<file path="config.mk">
export PLATFORM = sky130hd
export DESIGN_NAME = mdu_seq
export DESIGN_NICKNAME = d
export VERILOG_FILES = /design/src/rtl/mdu_seq.sv
export SDC_FILE = /design/constraint.sdc
export NUM_CORES = 1
export LEC_CHECK = 0
export CAP_MARGIN = 15
export CORE_MARGIN = 5
export CORE_UTILIZATION = 35
export CTS_CLUSTER_SIZE = 12
export DETAILED_ROUTE_END_ITERATION = 10
export PLACE_DENSITY_LB_ADDON = 0.08
export SETUP_SLACK_MARGIN = 0.2
export SYNTH_ARGS = -nofsm -noshare
export SYNTH_HDL_FRONTEND = slang
export SYNTH_SLANG_ARGS = --single-unit
</file>
<file path="constraint.sdc">
create_clock -name clk -period 4 [get_ports clk]
set_input_delay 0.8 -clock clk [delete_from_list [all_inputs] [get_ports clk]]
set_output_delay 0.8 -clock clk [all_outputs]
set_load 0.05 [all_outputs]
</file>
<file path="src/rtl/mdu_seq.sv">
// Sequential unsigned multiply/divide unit: shift-add MULTU and restoring DIVU,
// 32 iterations per operation, result written back to the br register file.
module mdu_seq #(
  parameter int WIDTH = 32
) (
  input  logic             clk,
  input  logic             rst,
  input  logic             Start,
  input  logic             Op,
  input  logic [WIDTH-1:0] RD1,
  input  logic [WIDTH-1:0] RD2,
  input  logic [4:0]       DestReg,
  output logic             Busy,
  output logic             Done,
  output logic [WIDTH-1:0] HI,
  output logic [WIDTH-1:0] LO,
  output logic [4:0]       WriteReg,
  output logic [WIDTH-1:0] WriteData,
  output logic             RegWrite
);

  typedef enum logic [1:0] {
    S_IDLE = 2'd0,
    S_RUN  = 2'd1,
    S_DONE = 2'd2
  } state_t;

  state_t               state_q, state_d;
  logic [5:0]           cnt_q, cnt_d;
  logic [2*WIDTH:0]     acc_q, acc_d;
  logic [WIDTH-1:0]     b_q, b_d;
  logic                 op_q, op_d;
  logic [4:0]           dest_q, dest_d;
  logic [WIDTH-1:0]     hi_q, hi_d;
  logic [WIDTH-1:0]     lo_q, lo_d;

  // acc holds {carry, P_hi, P_lo} for MULTU and {R[32:0], Q} for DIVU
  logic [WIDTH:0]       mul_sum;
  logic [2*WIDTH:0]     mul_next;
  logic [2*WIDTH:0]     div_shift;
  logic [WIDTH+1:0]     div_trial;
  logic [2*WIDTH:0]     div_next;
  logic [2*WIDTH:0]     acc_step;

  always_comb begin
    mul_sum   = {1'b0, acc_q[2*WIDTH-1:WIDTH]} + (acc_q[0] ? {1'b0, b_q} : '0);
    mul_next  = {1'b0, mul_sum, acc_q[WIDTH-1:1]};
    div_shift = {acc_q[2*WIDTH-1:0], 1'b0};
    div_trial = {1'b0, div_shift[2*WIDTH:WIDTH]} - {2'b00, b_q};
    div_next  = div_trial[WIDTH+1] ? div_shift
                                   : {div_trial[WIDTH:0], div_shift[WIDTH-1:1], 1'b1};
    acc_step  = op_q ? div_next : mul_next;
  end

  always_comb begin
    state_d = state_q;
    cnt_d   = cnt_q;
    acc_d   = acc_q;
    b_d     = b_q;
    op_d    = op_q;
    dest_d  = dest_q;
    hi_d    = hi_q;
    lo_d    = lo_q;
    case (state_q)
      S_IDLE: begin
        if (Start) begin
          acc_d  = {{(WIDTH+1){1'b0}}, RD1};
          b_d    = RD2;
          op_d   = Op;
          dest_d = DestReg;
          cnt_d  = '0;
          if (Op && (RD2 == '0)) begin
            hi_d    = RD1;
            lo_d    = '1;
            state_d = S_DONE;
          end else begin
            state_d = S_RUN;
          end
        end
      end
      S_RUN: begin
        acc_d = acc_step;
        cnt_d = cnt_q + 6'd1;
        if (cnt_q == 6'd31) begin
          hi_d    = acc_step[2*WIDTH-1:WIDTH];
          lo_d    = acc_step[WIDTH-1:0];
          state_d = S_DONE;
        end
      end
      S_DONE:  state_d = S_IDLE;
      default: state_d = S_IDLE;
    endcase
  end

  always_ff @(posedge clk) begin
    if (rst) begin
      state_q <= S_IDLE;
      cnt_q   <= '0;
      acc_q   <= '0;
      b_q     <= '0;
      op_q    <= 1'b0;
      dest_q  <= '0;
      hi_q    <= '0;
      lo_q    <= '0;
    end else begin
      state_q <= state_d;
      cnt_q   <= cnt_d;
      acc_q   <= acc_d;
      b_q     <= b_d;
      op_q    <= op_d;
      dest_q  <= dest_d;
      hi_q    <= hi_d;
      lo_q    <= lo_d;
    end
  end

  // outputs decode only flops, so there is no input-to-output path
  assign Busy      = (state_q == S_RUN);
  assign Done      = (state_q == S_DONE);
  assign RegWrite  = (state_q == S_DONE) && (dest_q != 5'd0);
  assign WriteReg  = dest_q;
  assign WriteData = lo_q;
  assign HI        = hi_q;
  assign LO        = lo_q;

endmodule

</file>
==> run_results.csv <==
group,metric,value,unit
route,via_per_inst,5.57,
job,max_cap_viol_count,0,
route,ant_nets,0,
clock_network,cts_setup_buffers,0,
grt,grt_overflow,0,
run_status,status,"completed",
synthesis,syn-mean-instance-area,7.60,um^2
grt,grt_max_degree,87,
synthesis,synth_edf_count,0,
sta,hold_viol,0,
pwr,power_density,377,nW/um^2
cells_and_area,regArea,3490,um^2
cells_and_area,stdcell_area,14400,um^2
floorplanning,die_h,193,um
route,drc,0,
placement,dp_hpwl,33200,um
pwr,seq_power_share,36.6,%
floorplanning,ioPinCount,177,
clock_network,cts_tree,"built",
clock_network,cts_resized,1,
synthesis,synth_warnings,0,
setup_path,required,4290,ps
synthesis,synth_top_area_share,29.8,%
synthesis,synthArstFlopShare,0,%
grt,first_global_vias,11214,
setup_path,critPathCaptureType,"flip-flop",
synthesis,synth.largest_area_cell,"dfxtp_1",
sta,setup_violations,0,
pwr,peakVddDrop,0.000314,V
synthesis,synth-seq-cells,174,
synthesis,yosysSeqAreaShare,29.8,%
cells_and_area,fin_nets,1789,
cells_and_area,nFillCells,3454,
synthesis,synth.distinct_cells,81,
setup_path,worst-setup-path-type,"flip-flop to flip-flop",
floorplanning,die_area,37200,um^2
cells_and_area,areaGrowthSynthToFinish,23.0,%
route,wirelength,44300,um
sta,rsz0062_at_grt,"no",
route,drt_first_pass_iters,5,
pwr,comb_power_share,32.6,%
setup_path,cp.arrival,3970,ps
setup_path,cp_max_fo,19,
pwr,clkPwrFrac,30.7,%
grt,track_usage,23.4,%
clock_network,cts_buffers,17,
synthesis,synthesis.area,11700,um^2
route,drt-initial-drc-count,803,
clock_network,cts_max_level,4,
cells_and_area,num_antenna_cells,0,
sta,tightest_slew,1050,ps
floorplanning,start_util,35.1,%
sta,drv_slew,0,
worst_hold_path,min_path_type,"flip-flop to flip-flop",
clock_network,clock_path_buffers,2,
setup_path,start_kind,"flip-flop",
clock_network,cts_hold_buf,0,
pwr,p_sw_share,37.8,%
floorplanning,core,33300,um^2
sta,fin_crit,3680,ps
cells_and_area,drive_gt1_share,7.22,%
clock_network,clk_latency,460,ps
clock_network,clk_pin_slew,70,ps
placement,pre_cts_ws,-448,ps
route,route.vias.total,11747,
placement,postPlaceCellArea,13800,um^2
synthesis,synth_nets,1678,
sta,skew,16.7,ps
clock_network,ctsRootBufferMaster,"clkbuf_16",
floorplanning,dieWidth,193,um
route,wire_per_inst,21.0,um
floorplanning,num_rows,67,
grt,antenna_found_initial,1,
synthesis,synth_cells,1538,
synthesis,yosys-top-cells-area,"dfxtp_1 30%, a21oi_1 8.2%, nand2_1 7.3%",
sta,post-route-period-util,91.9,%
sta,setup_slack,325,ps
clock_network,clock_sink_count,174,
grt,grt_first_pass_wirelength,66800,um
setup_path,reg2reg_slack,320,ps
sta,max_freq,0.272,GHz
pwr,p_leak,5.82,nW
placement,portBuffers,176,
pwr,p_switching,2.05,mW
sta,max_slew_margin,30.0,%
synthesis,dominantRegCellSynth,"dfxtp_1",
cells_and_area,multi_input_area,7410,um^2
pwr,p_int,3.37,mW
sta,holdWs,469,ps
placement,gp_congestion,0.909,
[placed cells by master, fill, tap and decap left out, drive strengths merged, types with 9 or more instances in the layout]
| cell | Yosys | final |
|---|---|---|
| a21oi | 194 | 194 |
| or3 | 13 | 13 |
| nor2b | 11 | 11 |
| o211ai | 37 | 37 |
| xor2 | 15 | 15 |
| nor3 | 37 | 37 |
| and3 | 9 | 9 |
| clkdlybuf4s50 | 0 | 174 |
| and2 | 41 | 41 |
| clkbuf | 84 | 20 |
| inv | 49 | 53 |
| o31ai | 9 | 9 |
| buf | 48 | 50 |
| a21o | 47 | 47 |
| a31oi | 10 | 10 |
| a311oi | 9 | 9 |
| ha | 65 | 65 |
| nand4 | 15 | 15 |
| nor4 | 9 | 9 |
| o21ai | 96 | 96 |
| dfxtp | 174 | 174 |
| a22o | 9 | 9 |
| nand3 | 25 | 25 |
| a211oi | 23 | 23 |
| nand2b | 9 | 9 |
| xnor2 | 29 | 29 |
| nor2 | 92 | 92 |
| o21a | 13 | 13 |
| nand2 | 229 | 229 |
| mux2i | 38 | 38 |
[stage by stage]
stage	cells	util, %	total power, mW	setup TNS, ps
3_3_place_gp	2078	41.5	3.77	-12410
5_1_grt	2109	43.2	5.66	0
3_5_place_dp	2078	41.5	3.78	-15680
2_1_floorplan	1538	-	3.18	0
6_report	2109	43.2	5.41	0
4_1_cts	2109	43.2	5.44	0
[final cells by class]
cell class / count / area share [%]
multi-input combinational: 1182 / 51.6
clock buffer: 20 / 3.04
sequential: 174 / 24.3
inverter: 50 / 1.31
clock inverter: 11 / 0.766
tap: 448 / 3.90
timing repair buffer: 224 / 15.2
[flip-flops by register name, indices dropped and copies added (netlist names)]
register	count
acc_q	64
HI	32
LO	32
b_q	32
cnt_q	6
WriteReg	5
state_q	2
op_q	1
[final timing paths]
kind               start           to  depth (start not counted)
max reg2reg       b_q[4]        HI[4]                         13
min          WriteReg[2]  WriteReg[2]                          2
max               b_q[4]        HI[4]                         13
min reg2reg  WriteReg[2]  WriteReg[2]                          2
[critical path, stage by stage, from the launching register on]
cell	delay (ps)
dfxtp_1	370
inv_1	60
ha_1	320
or3_1	380
nand2_1	110
a211oi_2	70
o31a_1	400
o21ai_2	310
a21bo_4	230
nand2_4	230
mux2_4	390
a211oi_1	380
buf_4	170
o41ai_1	60
[routing by layer]
layer | global-route usage (%) | wire (um) | part of all wire, % | vias to the layer above
met5 | 0 | 0 | 0 | -
met4 | 5.92 | 777 | 1.8 | 0
met3 | 3.58 | 2420 | 5.5 | 41
met2 | 37.7 | 20400 | 46 | 345
met1 | 32.8 | 20700 | 47 | 5642
li1 | - | - | - | 5719
[synthesized netlist by cell type, types with 5 or more instances]
library cell  number
xor2_1            15
and2_1            41
a21oi_1          192
mux2i_1           38
nor4_1             9
o21ai_1            8
xnor2_1           29
clkbuf_1          82
a211o_1            8
buf_2              7
nand2b_1           9
a22o_1             9
o31ai_1            8
buf_4             32
o211ai_1          34
and4_1             5
o21a_1            13
nand4_1           15
a31oi_1           10
mux2_2             7
or3_1             13
nor3_1            37
dfxtp_1          174
nand3_1           25
o221ai_1           5
ha_1              65
a311oi_1           9
nor2b_1           11
buf_1              7
and3_1             9
nor2_1            91
o2111ai_1          6
o21ai_0           87
a21o_1            47
a211oi_1          21
o211a_1            8
nand2_1          228
inv_1             48
[logic make-up (layout without fill, tap and decap cells)]
kind of cell / count (synthesis) / after routing / synth area share (%)
simple gates: 509 / 509 / 20.1
buf+inv: 182 / 305 / 7.10
xor+xnor: 44 / 44 / 3.30
compound gates: 516 / 516 / 28.4
flops: 174 / 174 / 29.8
mux: 46 / 46 / 4.06
fa+ha+maj: 67 / 67 / 7.30
[power groups by stage]
stage | clock network [mW] | logic (mW) | registers [mW]
2_1_floorplan | 0 | 1.03 | 2.15
3_3_place_gp | 0 | 1.75 | 2.02
3_5_place_dp | 0 | 1.75 | 2.02
4_1_cts | 1.70 | 1.76 | 1.98
5_1_grt | 1.77 | 1.90 | 2.00
6_report | 1.66 | 1.77 | 1.98
(Power assumes the default switching activity.)
